==> config.mk <==
export PLATFORM = sky130hd
export DESIGN_NAME = ahb_prio_arbiter_flat
export DESIGN_NICKNAME = d
export VERILOG_FILES = /design/src/rtl/ahb_prio_arbiter_if.sv /design/src/rtl/ahb_prio_arbiter.sv /design/src/flat_wrapper.sv
export SDC_FILE = /design/constraint.sdc
export NUM_CORES = 1
export LEC_CHECK = 0
export CORE_MARGIN = 8
export CORE_UTILIZATION = 45
export CTS_CLUSTER_SIZE = 40
export DETAILED_ROUTE_END_ITERATION = 8
export MAX_ROUTING_LAYER = met4
export PLACE_DENSITY = 0.68
export SLEW_MARGIN = 5
export SYNTH_ARGS = -nofsm -noshare
export SYNTH_HDL_FRONTEND = slang
export SYNTH_SLANG_ARGS = --single-unit
==> constraint.sdc <==
create_clock -name hclk -period 21.4 [get_ports hclk]
set_input_delay 5.35 -clock hclk [delete_from_list [all_inputs] [get_ports hclk]]
set_output_delay 5.35 -clock hclk [all_outputs]
set_load 0.01 [all_outputs]
==> src/rtl/ahb_prio_arbiter_if.sv <==
// AHB arbiter bus bundle: master-side requests in, grant and owner out.
// The slave modport is the arbiter's view; the master modport drives it.
interface ahb_prio_arbiter_if #(
    parameter int NUM_MAS   = 4,
    parameter int PRIO_BITS = 3
);
    localparam int MW = $clog2(NUM_MAS);

    logic [NUM_MAS-1:0]           hbusreq;
    logic [NUM_MAS-1:0]           hlock;
    logic [NUM_MAS*PRIO_BITS-1:0] prio;
    logic [1:0]                   htrans;
    logic [2:0]                   hburst;
    logic                         hready;
    logic [NUM_MAS-1:0]           hgrant;
    logic [MW-1:0]                hmaster;
    logic                         hmastlock;

    modport slave (
        input  hbusreq, hlock, prio, htrans, hburst, hready,
        output hgrant, hmaster, hmastlock
    );

    modport master (
        output hbusreq, hlock, prio, htrans, hburst, hready,
        input  hgrant, hmaster, hmastlock
    );
endinterface

==> src/rtl/ahb_prio_arbiter.sv <==
// AHB priority arbiter with round-robin tie-break, burst/lock hold, park on m0.
// Optional starvation aging is enabled by defining ARB_AGING_EN.
module ahb_prio_arbiter #(
    parameter int NUM_MAS   = 4,
    parameter int PRIO_BITS = 3,
    parameter int AGE_LIMIT = 15
) (
    input  logic                hclk,
    input  logic                hresetn,
    ahb_prio_arbiter_if.slave   bus
);
    localparam int MW = $clog2(NUM_MAS);
    localparam int EW = PRIO_BITS + 1;

    localparam logic [1:0] IDLE   = 2'd0;
    localparam logic [1:0] NONSEQ = 2'd2;
    localparam logic [1:0] SEQ    = 2'd3;

    typedef enum logic [1:0] {PARK, OWN, BURST, LOCK} state_t;

    if (NUM_MAS < 2 || NUM_MAS > 16 || PRIO_BITS < 1 || AGE_LIMIT < 1) begin : g_bad_cfg
        $error("ahb_prio_arbiter: unsupported parameter set");
    end

    state_t             state_q, state_nx, ts_state;
    logic [3:0]         cnt_q, cnt_nx, ts_cnt, blen;
    logic [MW-1:0]      gnt_q, gnt_nx;
    logic [MW-1:0]      rr_q, rr_nx;
    logic [MW-1:0]      mst_q, mst_nx;
    logic [MW-1:0]      win;
    logic               lck_q, lck_nx;
    logic [NUM_MAS-1:0] hgrant_q;
    logic               rearb, any_req, fixed, mine, own_lock;
    logic [EW-1:0]      ep [NUM_MAS];
    logic [EW-1:0]      best;
    int                 idx;

`ifdef ARB_AGING_EN
    localparam int AW = $clog2(AGE_LIMIT + 1);
    logic [AW-1:0] age_q [NUM_MAS];
`endif

    assign mine     = (mst_q == gnt_q);
    assign own_lock = bus.hlock[mst_q];
    assign fixed    = (blen != 4'd0);

    always_comb begin
        unique case (bus.hburst)
            3'd2, 3'd3: blen = 4'd3;
            3'd4, 3'd5: blen = 4'd7;
            3'd6, 3'd7: blen = 4'd15;
            default:    blen = 4'd0;
        endcase
    end

    // Effective priority; a fully aged master sits above every real level.
    always_comb begin
        for (int i = 0; i < NUM_MAS; i++) begin
            ep[i] = {1'b0, bus.prio[i*PRIO_BITS +: PRIO_BITS]};
`ifdef ARB_AGING_EN
            if (age_q[i] == AW'(AGE_LIMIT))
                ep[i] = EW'(1) << PRIO_BITS;
`endif
        end
    end

    // Scan from rr_q+1 upward; strict > keeps the first of any tie.
    always_comb begin
        any_req = 1'b0;
        win     = '0;
        best    = '0;
        idx     = 0;
        for (int k = 1; k <= NUM_MAS; k++) begin
            idx = int'(rr_q) + k;
            if (idx >= NUM_MAS)
                idx = idx - NUM_MAS;
            if (bus.hbusreq[idx] && (!any_req || ep[idx] > best)) begin
                any_req = 1'b1;
                best    = ep[idx];
                win     = MW'(idx);
            end
        end
    end

    always_comb begin
        rearb = 1'b0;
        if (bus.hready) begin
            unique case (state_q)
                PARK, OWN: rearb = 1'b1;
                BURST:     rearb = (cnt_q == 4'd1) || (bus.htrans == IDLE)
                                   || (bus.htrans == NONSEQ);
                LOCK:      rearb = !own_lock;
                default:   rearb = 1'b0;
            endcase
        end
    end

    // Next state: transfer tracking applies only while owner keeps the grant.
    always_comb begin
        ts_state = OWN;
        ts_cnt   = '0;
        if (mine) begin
            unique case (state_q)
                BURST: begin
                    ts_state = BURST;
                    ts_cnt   = cnt_q;
                    if (bus.htrans == SEQ)
                        ts_cnt = cnt_q - 4'd1;
                    if (ts_cnt == 4'd0)
                        ts_state = OWN;
                end
                LOCK: begin
                    if (own_lock)
                        ts_state = LOCK;
                end
                default: ;
            endcase
            if (bus.htrans == NONSEQ) begin
                ts_cnt = blen;
                if (own_lock)
                    ts_state = LOCK;
                else if (fixed)
                    ts_state = BURST;
                else
                    ts_state = OWN;
            end else if (bus.htrans == IDLE && state_q == BURST) begin
                ts_cnt   = '0;
                ts_state = OWN;
            end
        end

        state_nx = state_q;
        cnt_nx   = cnt_q;
        if (bus.hready) begin
            if (rearb && !any_req) begin
                state_nx = PARK;
                cnt_nx   = '0;
            end else if (rearb && win != gnt_q) begin
                state_nx = OWN;
                cnt_nx   = '0;
            end else begin
                state_nx = ts_state;
                cnt_nx   = ts_cnt;
            end
        end
    end

    always_comb begin
        gnt_nx = gnt_q;
        rr_nx  = rr_q;
        mst_nx = mst_q;
        lck_nx = lck_q;
        if (rearb) begin
            if (!any_req) begin
                gnt_nx = '0;
            end else begin
                gnt_nx = win;
                if (win != gnt_q)
                    rr_nx = win;
            end
        end
        if (bus.hready) begin
            mst_nx = gnt_q;
            lck_nx = bus.hlock[gnt_q];
        end
    end

    always_ff @(posedge hclk) begin
        if (!hresetn) begin
            state_q  <= PARK;
            cnt_q    <= '0;
            gnt_q    <= '0;
            rr_q     <= '0;
            mst_q    <= '0;
            lck_q    <= 1'b0;
            hgrant_q <= NUM_MAS'(1);
        end else begin
            state_q  <= state_nx;
            cnt_q    <= cnt_nx;
            gnt_q    <= gnt_nx;
            rr_q     <= rr_nx;
            mst_q    <= mst_nx;
            lck_q    <= lck_nx;
            hgrant_q <= NUM_MAS'(1) << gnt_nx;
        end
    end

`ifdef ARB_AGING_EN
    always_ff @(posedge hclk) begin
        for (int i = 0; i < NUM_MAS; i++) begin
            if (!hresetn || !bus.hbusreq[i])
                age_q[i] <= '0;
            else if (rearb) begin
                if (any_req && win == MW'(i))
                    age_q[i] <= '0;
                else if (age_q[i] != AW'(AGE_LIMIT))
                    age_q[i] <= age_q[i] + 1'b1;
            end
        end
    end
`endif

    assign bus.hgrant    = hgrant_q;
    assign bus.hmaster   = mst_q;
    assign bus.hmastlock = lck_q;
endmodule

==> src/flat_wrapper.sv <==
// flat-port wrapper written by rule: the top's interface ports become plain ports
module ahb_prio_arbiter_flat 
#(
    parameter int NUM_MAS   = 4,
    parameter int PRIO_BITS = 3,
    parameter int AGE_LIMIT = 15
)
  (hclk, hresetn, bus_hbusreq, bus_hlock, bus_prio, bus_htrans, bus_hburst, bus_hready, bus_hgrant, bus_hmaster, bus_hmastlock);
  ahb_prio_arbiter_if #(.NUM_MAS(NUM_MAS), .PRIO_BITS(PRIO_BITS)) bus_i ();
  input  logic hclk;
  input  logic hresetn;
  input wire logic [$bits(bus_i.hbusreq)-1:0] bus_hbusreq;
  input wire logic [$bits(bus_i.hlock)-1:0] bus_hlock;
  input wire logic [$bits(bus_i.prio)-1:0] bus_prio;
  input wire logic [$bits(bus_i.htrans)-1:0] bus_htrans;
  input wire logic [$bits(bus_i.hburst)-1:0] bus_hburst;
  input wire logic [$bits(bus_i.hready)-1:0] bus_hready;
  output wire logic [$bits(bus_i.hgrant)-1:0] bus_hgrant;
  output wire logic [$bits(bus_i.hmaster)-1:0] bus_hmaster;
  output wire logic [$bits(bus_i.hmastlock)-1:0] bus_hmastlock;
  assign bus_i.hbusreq = bus_hbusreq;
  assign bus_i.hlock = bus_hlock;
  assign bus_i.prio = bus_prio;
  assign bus_i.htrans = bus_htrans;
  assign bus_i.hburst = bus_hburst;
  assign bus_i.hready = bus_hready;
  assign bus_hgrant = bus_i.hgrant;
  assign bus_hmaster = bus_i.hmaster;
  assign bus_hmastlock = bus_i.hmastlock;
  ahb_prio_arbiter #(.NUM_MAS(NUM_MAS), .PRIO_BITS(PRIO_BITS), .AGE_LIMIT(AGE_LIMIT)) u_core (.hclk(hclk), .hresetn(hresetn), .bus(bus_i));
endmodule
# Yosys cells after proc, flatten, opt, wreduce, memory -nomap -nowiden
# Index checks and enable logic that the tools add are counted.
op_classes:
  n_addsub: 9
  order_cmp: 17
  eq_ne: 14
  shifts: 1
  n_mux: 67
  n_bitwise: 4
  reduce_logical: 25
op_table:
  columns: ["cell", "count"]
  rows:
  - ["$ge 32x3->1 const B", 4]
  - ["$ge 32x4->1 const B", 4]
  - ["$lt 32x4->1 const B", 4]
  - ["$mux 32", 4]
  - ["$not 32->32", 4]
  - ["$sub 32x4->32 const B", 4]
  - ["$mux 4", 20]
  - ["$bmux 4 s2", 4]
  - ["$mux 2", 15]
  - ["$mux 1", 15]
  - ["$bmux 1 s2", 6]
  - ["$eq 3x3->1 const B", 4]
  - ["$gt 4x4->1", 3]
  - ["$pmux 4 s3", 1]
  - ["$eq 2x2->1 const B", 4]
  - ["$reduce_or 2->1", 4]
  - ["$add 2x2->3 const B", 2]
  - ["$eq 3x2->1 const B", 2]
  - ["$logic_and 1x1->1", 6]
  - ["$lt 2x3->1 const B", 2]
  - ["$logic_not 1->1", 5]
  - ["$logic_or 1x1->1", 5]
  - ["$add 2x3->4 const B", 1]
  - ["$eq 4x1->1 const B", 1]
  - ["other kinds (12)", 13]
word_totals:
  reg_bits: 17
  out_inout_bits: 7
  wordCells: 144

# Depth between registers and ports, before layout
# Gate-level depths: netlist of run 1.
logic_depth:
  ltp_word: 24
  mapped_depth: 31
  mapped_depth_nobuf: 27

# Worst setup path after synthesis of run 1
# No wires, ideal clock.
synth_path:
  path_type: "input to register"
  from: "input port bus_hbusreq[3]"
  to: "register u_core.rr_q[0]"
  arrival_time_ns: 10.491
  path_slack_ns: 10.791
  stages: 25
  n_path_buf: 1
  cell_sequence: "clkbuf_1 mux2i_1 mux2i_1 o211ai_1 ha_1 and3_1 a21oi_1 o221ai_1 a21oi_2 mux2i_1 ha_1 nand3_1 o21ai_0 o22ai_1 nand2_1 o21ai_0 ha_1 nor2b_1 o21a_1 o21ai_0 a211o_1 o2111ai_2 and3_1 o32a_1 o221a_1"
synth_between:
  elab_chain_len: 18
  word_cells_on_any_way: 37
synth_rtl:
  columns: ["element", "line_no", "text"]
  rows:
  - ["start: declaration", "flat_wrapper.sv:12", "input wire logic [$bits(bus_i.hbusreq)-1:0] bus_hbusreq;"]
  - ["$bmux 1 s2", "ahb_prio_arbiter.sv:77", "if (bus.hbusreq[idx] && (!any_req || ep[idx] > best)) begin"]
  - ["$mux 1 (implied by the code) (2 in a row)", "ahb_prio_arbiter.sv:77", null]
  - ["$mux 4 or $mux 1 (tied branches)", "ahb_prio_arbiter.sv:77", null]
  - ["$gt 4x4->1 or $logic_not 1->1 (tied branches)", "ahb_prio_arbiter.sv:77", null]
  - ["$logic_or 1x1->1", "ahb_prio_arbiter.sv:77", null]
  - ["$logic_and 1x1->1", "ahb_prio_arbiter.sv:77", null]
  - ["$mux 4 or $mux 1 (tied branches)", "ahb_prio_arbiter.sv:77", null]
  - ["$gt 4x4->1 or $logic_not 1->1 (tied branches)", "ahb_prio_arbiter.sv:77", null]
  - ["$logic_or 1x1->1", "ahb_prio_arbiter.sv:77", null]
  - ["$logic_and 1x1->1", "ahb_prio_arbiter.sv:77", null]
  - ["$mux 4 or $mux 1 (tied branches)", "ahb_prio_arbiter.sv:77", null]
  - ["$gt 4x4->1 or $logic_not 1->1 (tied branches)", "ahb_prio_arbiter.sv:77", null]
  - ["$logic_or 1x1->1", "ahb_prio_arbiter.sv:77", null]
  - ["$logic_and 1x1->1", "ahb_prio_arbiter.sv:77", null]
  - ["$mux 2", "ahb_prio_arbiter.sv:77", null]
  - ["$ne 2x2->1", "ahb_prio_arbiter.sv:158", "if (win != gnt_q)"]
  - ["$reduce_and 3->1 (no source line)", null, null]
  - ["end signal: assignment", "ahb_prio_arbiter.sv:181", "rr_q <= rr_nx;"]
  - ["end: declaration", "ahb_prio_arbiter.sv:28", "logic [MW-1:0] rr_q, rr_nx;"]
# Several ways; a longest one is shown, not always the timed one. The select of a mux whose other input is x is not followed.
# A chain may end at the register's enable or synchronous reset.

# Final worst setup path of run 1
layout_path:
  from: "input port bus_hbusreq[3]"
  to: "register u_core.hgrant_q[1] (netlist: u_core.bus.hgrant[1])"
layout_between:
  elab_chain_len: 19
  word_cells_on_any_way: 38
layout_rtl:
  columns: ["element", "line_no", "text"]
  rows:
  - ["$bmux 1 s2", "ahb_prio_arbiter.sv:77", null]
  - ["$mux 1 (implied by the code) (2 in a row)", "ahb_prio_arbiter.sv:77", null]
  - ["$mux 4 or $mux 1 (tied branches)", "ahb_prio_arbiter.sv:77", null]
  - ["$gt 4x4->1 or $logic_not 1->1 (tied branches)", "ahb_prio_arbiter.sv:77", null]
  - ["$logic_or 1x1->1", "ahb_prio_arbiter.sv:77", null]
  - ["$logic_and 1x1->1", "ahb_prio_arbiter.sv:77", null]
  - ["$mux 4 or $mux 1 (tied branches)", "ahb_prio_arbiter.sv:77", null]
  - ["$gt 4x4->1 or $logic_not 1->1 (tied branches)", "ahb_prio_arbiter.sv:77", null]
  - ["[... 2 more ...]", null, null]
  - ["$mux 4 or $mux 1 (tied branches)", "ahb_prio_arbiter.sv:77", null]
  - ["$gt 4x4->1 or $logic_not 1->1 (tied branches)", "ahb_prio_arbiter.sv:77", null]
  - ["$logic_or 1x1->1", "ahb_prio_arbiter.sv:77", null]
  - ["$logic_and 1x1->1", "ahb_prio_arbiter.sv:77", null]
  - ["$mux 2 or $mux 1 (tied branches)", "ahb_prio_arbiter.sv:77", null]
  - ["$mux 2 (*)", "ahb_prio_arbiter.sv:154", "if (!any_req) begin"]
  - ["$mux 2 (*)", "ahb_prio_arbiter.sv:153", "if (rearb) begin"]
  - ["$shl 1x2->4 (*)", "ahb_prio_arbiter.sv:184", "hgrant_q <= NUM_MAS'(1) << gnt_nx;"]
  - ["end signal: assignment", "ahb_prio_arbiter.sv:184", null]
  - ["end: declaration", "ahb_prio_arbiter.sv:32", "logic [NUM_MAS-1:0] hgrant_q;"]
# Mark *: on every way between the ends. The rest lies on a longest branch, timed or not. The select of a mux whose other input is x is not followed.

==> results of run 1 <==
[final cells by class]
type / instances / share of cell area, %
Clock buffer: 3 / 1.75
Tap cell: 52 / 2.75
Sequential cell: 17 / 14.4
Timing Repair Buffer: 35 / 14.6
Inverter: 10 / 1.59
Clock inverter: 1 / 0.212
Multi-Input combinational cell: 216 / 64.7
[kinds of logic after synthesis]
group / synth area share (%)
AO/OA/AOI/OAI: 29.2
XOR/XNOR: 1.76
adder cells (fa/ha/maj): 6.91
buffers and inverters: 6.03
flip-flops: 17.1
multiplexers: 12.6
AND/OR/NAND/NOR: 26.3
[state kept, by name, indices dropped and copies added (netlist names)]
name                  count
u_core.cnt_q              4
u_core.bus.hgrant         4
u_core.bus.hmastlock      1
u_core.bus.hmaster        2
u_core.rr_q               2
u_core.state_q            2
u_core.gnt_q              2
[worst reg2reg max path, cell delays in order (launching register included)]
cell	delay [ns]
sky130_fd_sc_hd__dfxtp_1	0.31
sky130_fd_sc_hd__buf_4	0.37
sky130_fd_sc_hd__mux2i_1	0.20
sky130_fd_sc_hd__mux2i_1	0.37
sky130_fd_sc_hd__o211ai_1	0.20
sky130_fd_sc_hd__ha_1	0.35
sky130_fd_sc_hd__and3_1	0.17
sky130_fd_sc_hd__a21oi_1	0.40
sky130_fd_sc_hd__o221ai_1	0.20
sky130_fd_sc_hd__a21oi_2	0.39
sky130_fd_sc_hd__mux2i_1	0.31
sky130_fd_sc_hd__ha_1	0.27
sky130_fd_sc_hd__nand3_1	0.07
sky130_fd_sc_hd__o21ai_0	0.09
sky130_fd_sc_hd__o22ai_1	0.37
sky130_fd_sc_hd__nand2_1	0.26
sky130_fd_sc_hd__o21ai_0	0.24
sky130_fd_sc_hd__ha_1	0.27
sky130_fd_sc_hd__nor2b_1	0.13
sky130_fd_sc_hd__o21a_1	0.15
sky130_fd_sc_hd__o21ai_0	0.33
sky130_fd_sc_hd__a21oi_2	0.14
sky130_fd_sc_hd__a22oi_1	0.44
sky130_fd_sc_hd__a21oi_1	0.16
sky130_fd_sc_hd__a21oi_1	0.30
sky130_fd_sc_hd__and3b_1	0.22
[power breakdown]
| part | internal (uW) | switching [uW] |
|---|---|---|
| sequential | 39.3 | 6.66 |
| clock | 12.9 | 10.8 |
| combinational | 93.8 | 121 |
[per-layer routing]
metal  vias up  share of wire, %  routed length, um
li1       1015                 -                  -
met1       857                52               2460
met2        36                44               2060
met3         2               3.7                175
met4         0              0.19                  9
met5         -                 0                  0
[placed cells by master (no fill, tap or decap), types with 3 or more instances in the layout]
master                             n
sky130_fd_sc_hd__a21boi_0          3
sky130_fd_sc_hd__dfxtp_1          17
sky130_fd_sc_hd__a21oi_1          17
sky130_fd_sc_hd__a21oi_2           3
sky130_fd_sc_hd__o21ai_1           4
sky130_fd_sc_hd__inv_1            10
sky130_fd_sc_hd__nor2b_1          11
sky130_fd_sc_hd__o21ai_0          18
sky130_fd_sc_hd__a211oi_1         10
sky130_fd_sc_hd__nand3_1          11
sky130_fd_sc_hd__nand2_1          28
sky130_fd_sc_hd__nor2_1           12
sky130_fd_sc_hd__mux2_2            5
sky130_fd_sc_hd__nor3_1            5
sky130_fd_sc_hd__a31oi_1           3
sky130_fd_sc_hd__nand4_1           3
sky130_fd_sc_hd__clkbuf_8          3
sky130_fd_sc_hd__clkdlybuf4s50_1  33
sky130_fd_sc_hd__nand3b_1          7
sky130_fd_sc_hd__mux2i_1          15
sky130_fd_sc_hd__o211ai_1          4
sky130_fd_sc_hd__ha_1             11
sky130_fd_sc_hd__xor2_1            4
[metrics by stage]
step	cell area, sq um	total power (uW)	utilization, %	setup slack [ns]
floorplan	1990	215	-	10.79
global placement	2320	257	54.0	9.39
detailed placement	2320	261	54.0	9.35
CTS	2360	285	55.1	9.59
global route	2360	314	55.1	9.03
finish	2360	285	55.1	9.50
[worst min path at each step]
stage	start	to	slack [ns]	cells after the start
floorplan	u_core.cnt_q[3]	u_core.cnt_q[3]	0.45	2
global placement	u_core.cnt_q[3]	u_core.cnt_q[3]	0.47	2
detailed placement	u_core.cnt_q[3]	u_core.cnt_q[3]	0.48	2
CTS	u_core.cnt_q[1]	u_core.cnt_q[1]	0.48	2
global route	u_core.cnt_q[3]	u_core.cnt_q[3]	0.50	2
finish	u_core.cnt_q[3]	u_core.cnt_q[3]	0.49	2
==> impl_metrics.toml, run 1 <==
[logic_synthesis]
synth-seq-area-share_pct = 17.1
synth_seq_cells = 17
post_synth_num_cell_types = 57
synth_top_cell_area_share_pct = 17.1
synthesis.area_per_instance_sq_um = 7.63
synth_top_cells_by_count = "28 x sky130_fd_sc_hd__nand2_1, 18 x sky130_fd_sc_hd__o21ai_0, 17 x sky130_fd_sc_hd__a21oi_1, 17 x sky130_fd_sc_hd__dfxtp_1, 15 x sky130_fd_sc_hd__mux2i_1"
postSynth.topFlopCell = "sky130_fd_sc_hd__dfxtp_1"
syn-num-nets = 300
mappedNetlistArea_sq_mm = 0.00199
synth.yosys.warnings = 0
ys_top_cells_by_area = "sky130_fd_sc_hd__dfxtp_1 17%, sky130_fd_sc_hd__mux2i_1 7.5%, sky130_fd_sc_hd__ha_1 6.9%, sky130_fd_sc_hd__nand2_1 5.3%, sky130_fd_sc_hd__o21ai_0 4.5%"
yosys.cell_count.top_type = "sky130_fd_sc_hd__nand2_1"
syn_inst = 261
synth_edf_count = 0
synth_async_sr_flop_share_pct = 0
synth.largest_area_cell = "sky130_fd_sc_hd__dfxtp_1"

[global_route]
top_usage_layer = "met2"
antenna_found_initial = 0
grt_start_max_net_pins = 40
via_count_of_the_first_global_routing_pass = 1719
grt_first_pass_wirelength_mm = 7.74
met1_usage_pct = 20.4
grtUsageMet2_pct = 20.9
grt_overflow = 0
global_route.usage.total_pct = 14.3
groute.layer.met3.usage_pct = 2.27

[routing]
num_vias = 1910
ant_nets = 0
router_iterations_before_antenna_repair = 4
wire_per_inst_um = 14.1
detail_route.iter0.violations = 89
drt_drc_violations_left = 0
postRouteWirelength_mm = 4.70
drt-vias-per-instance = 5.72

[hold_path]
hold_path.class = "flop to flop"

[clock_network]
number_of_buffers_added_by_the_clock_tree_synthesis_step = 3
hold_buffers = 0
cts_num_sinks = 17
postCtsResizedCells = 0
post-cts-setup-buffers = 0
root_buffer = "sky130_fd_sc_hd__clkbuf_8"
clkLatencyLatePin_ns = 0.25
cts_htree_levels = 1
cts_buffer_depth = 2
cts_tree = "done"
clk_pin_slew_ns = 0.06

[timing]
final_worst_path_period_share_pct = 55.6
timing_worst_slew_pin_value_ns = 0.495
finalSetupViolCount = 0
timing_max_transition_violations_final = 0
maximum_achievable_frequency_mhz = 84.0
period_needed_ns = 11.90
clock_skew_after_layout_ns = 0.00255
total_negative_slack_for_setup_checks_ns = 0
final_hold_viol_count = 0
rsz0062_at_grt = "no"
slew-limit-headroom_pct = 67.0
fin_worst_hold_slack_ns = 0.485

[critical_path]
crit_path_start_kind = "input port"
reg2reg_setup_slack_ns = 14.60
crit_path_end_kind = "flop"
cpPeakStageDelay_ns = 0.70
crit_slowest_cell = "sky130_fd_sc_hd__clkdlybuf4s50_1"
regToRegStartpoint = "u_core.rr_q[1]"
crit_end = "u_core.bus.hgrant[1]"
critPathBufInv = 1
reg2regPathDepth = 25
critical_path.top_delay_family = "compound AO/OA/AOI/OAI gates"
worstSetupPathType = "input port to flop"
worstSetupStartpoint = "bus_hbusreq[3]"
worst_r2r_endpoint = "u_core.bus.hgrant[1]"
worst-path-stages = 25
critPathArrivalTime_ns = 12.05
critPathMaxFanout = 11
required_ns = 21.55

[final_layout]
final_net_count = 322
n_antenna_cell = 0
fillCellCount = 446
ff_latch_area_sq_um = 340
area_growth_pct = 18.8
layout.cells.non_filler = 334
multi_input_combinational_cell_area_sq_mm = 0.00153
fraction_of_final_layout_cells_with_drive_strength_greater_than_1_pct = 8.51

[placement]
io_buffers = 33
dp_hpwl_mm = 3.60
place_inst = 330
gp_routability_congestion = 0.836

[power_and_ir_drop]
p_per_area_mw_per_mm2 = 120
total_leakage_power_uw = 0.000902
irDropWorstVdd_v = 0.0000596

[status]
status = "finished, final reports clean"

[floorplan]
initial_core_util_pct = 46.4
die_height_um = 82.5
std_cell_rows = 24
core_area_sq_mm = 0.00429
design.die.area_sq_mm = 0.00681
top_level_ports = 35
die-width_um = 82.5

[run]
max_cap_violations = 0
Power figures use the tool's default switching activity.
==> run 2: changes to the inputs <==
- clock period: 21.4 -> 12.4 ns (I/O delays scaled with it)
==> impl_metrics.toml, run 2 (synthesized netlist as in run 1, its figures left out) <==
[status]
status = "finished, final reports clean"

[critical_path]
required_ns = 12.55
critical_path.top_delay_family = "compound AO/OA/AOI/OAI gates"
crit_slowest_cell = "sky130_fd_sc_hd__clkdlybuf4s50_1"
worstSetupStartpoint = "bus_hbusreq[3]"
regToRegStartpoint = "u_core.rr_q[1]"
critPathBufInv = 1
worstSetupPathType = "input port to flop"
critPathArrivalTime_ns = 9.71
crit_path_start_kind = "input port"
critPathMaxFanout = 11
crit_path_end_kind = "flop"
cpPeakStageDelay_ns = 0.68

[global_route]
grt_first_pass_wirelength_mm = 7.78
grt_overflow = 0
antenna_found_initial = 0
grt_start_max_net_pins = 40
global_route.usage.total_pct = 14.2
via_count_of_the_first_global_routing_pass = 1718

[timing]
maximum_achievable_frequency_mhz = 105
final_hold_viol_count = 0
timing_max_transition_violations_final = 0
finalSetupViolCount = 0
period_needed_ns = 9.56
total_negative_slack_for_setup_checks_ns = 0
setup_slack_ns = 2.84
slew-limit-headroom_pct = 65.8
clock_skew_after_layout_ns = 0.00589
timing_worst_slew_pin_value_ns = 0.512
final_worst_path_period_share_pct = 77.1
rsz0062_at_grt = "no"

[clock_network]
post-cts-setup-buffers = 0
clk_pin_slew_ns = 0.07
hold_buffers = 0
cts_tree = "done"
cts_buffer_depth = 2
postCtsResizedCells = 0
number_of_buffers_added_by_the_clock_tree_synthesis_step = 3
root_buffer = "sky130_fd_sc_hd__clkbuf_8"
cts_num_sinks = 17
clkLatencyLatePin_ns = 0.25
cts_htree_levels = 1

[final_layout]
multi_input_combinational_cell_area_sq_mm = 0.00153
layout.cells.most_common = "sky130_fd_sc_hd__clkdlybuf4s50_1"
fraction_of_final_layout_cells_with_drive_strength_greater_than_1_pct = 8.51
ff_latch_area_sq_um = 340
layout_common_cells = "33 x sky130_fd_sc_hd__clkdlybuf4s50_1, 28 x sky130_fd_sc_hd__nand2_1, 18 x sky130_fd_sc_hd__o21ai_0"
area_growth_pct = 18.9
final_net_count = 322
fillCellCount = 430
n_antenna_cell = 0

[floorplan]
die_height_um = 82.5
initial_core_util_pct = 46.4
std_cell_rows = 24
design.die.area_sq_mm = 0.00681
core_area_sq_mm = 0.00429
top_level_ports = 35
die-width_um = 82.5

[hold_path]
hold_path_startpoint = "u_core.cnt_q[3]"
hold_path.class = "flop to flop"

[routing]
drt_drc_violations_left = 0
drt-vias-per-instance = 5.79
router_iterations_before_antenna_repair = 4
wire_per_inst_um = 14.0
ant_nets = 0
detail_route.iter0.violations = 85
postRouteWirelength_mm = 4.69
num_vias = 1935

[placement]
dp_worst_setup_slack_ns = 2.59
dp_hpwl_mm = 3.57
gp_routability_congestion = 0.829
io_buffers = 33

[run]
max_cap_violations = 0

[power_and_ir_drop]
p_per_area_mw_per_mm2 = 207
total_leakage_power_uw = 0.000898
irDropWorstVdd_v = 0.000101
## run 2: final timing paths
path,end,depth (start not counted),slack (ns)
setup / recovery,u_core.bus.hgrant[1],25,2.84
hold / removal,u_core.cnt_q[3],2,0.49
setup reg to reg,u_core.bus.hgrant[1],25,5.67
hold reg to reg,u_core.cnt_q[3],2,0.49
## run 2: power breakdown
| group | total, uW | leakage (uW) | switching (uW) | internal (uW) |
|---|---|---|---|---|
| Combinational | 369 | 0.000737 | 207 | 162 |
| Clock | 42.0 | 0.0000217 | 19.4 | 22.6 |
| Sequential | 79.2 | 0.000139 | 11.4 | 67.8 |
| Total | 490 | 0.000898 | 238 | 252 |
## run 2: metrics by stage
stage / hold slack, ns / total power [uW] / utilization (%) / cell area, sq um / instances
6_report: 0.490 / 490 / 55.1 / 2370 / 334
3_5_place_dp: 0.482 / 448 / 54.0 / 2320 / 330
2_1_floorplan: 0.450 / 372 / - / 1990 / 261
5_1_grt: 0.524 / 540 / 55.1 / 2370 / 334
4_1_cts: 0.491 / 492 / 55.1 / 2370 / 334
3_3_place_gp: 0.471 / 444 / 54.0 / 2320 / 330
## run 2: final cells by class
cell class | count | area share, %
repair buffers | 35 | 14.6
clock inverters | 1 | 0.317
clock buffers | 3 | 1.74
flip-flops and latches | 17 | 14.4
inverters | 10 | 1.59
well taps | 52 | 2.75
multi-input cells | 216 | 64.6
## run 2: per-layer routing
layer / GRT usage [%] / part of all wire, %
met1: 20.3 / 52
met2: 20.9 / 43
met3: 2.16 / 5.0
met4: 1.72 / 0.19
met5: - / 0
## run 2: worst register-to-register path: cells and delay by family (launching register included)
| family | cells | cell delay, ns |
|---|---|---|
| AO/OA/AOI/OAI | 13 | 3.40 |
| buffers and inverters | 1 | 0.37 |
| adder cells (fa/ha/maj) | 3 | 0.87 |
| flip-flops | 1 | 0.31 |
| multiplexers | 3 | 0.88 |
| AND/OR/NAND/NOR | 5 | 0.82 |
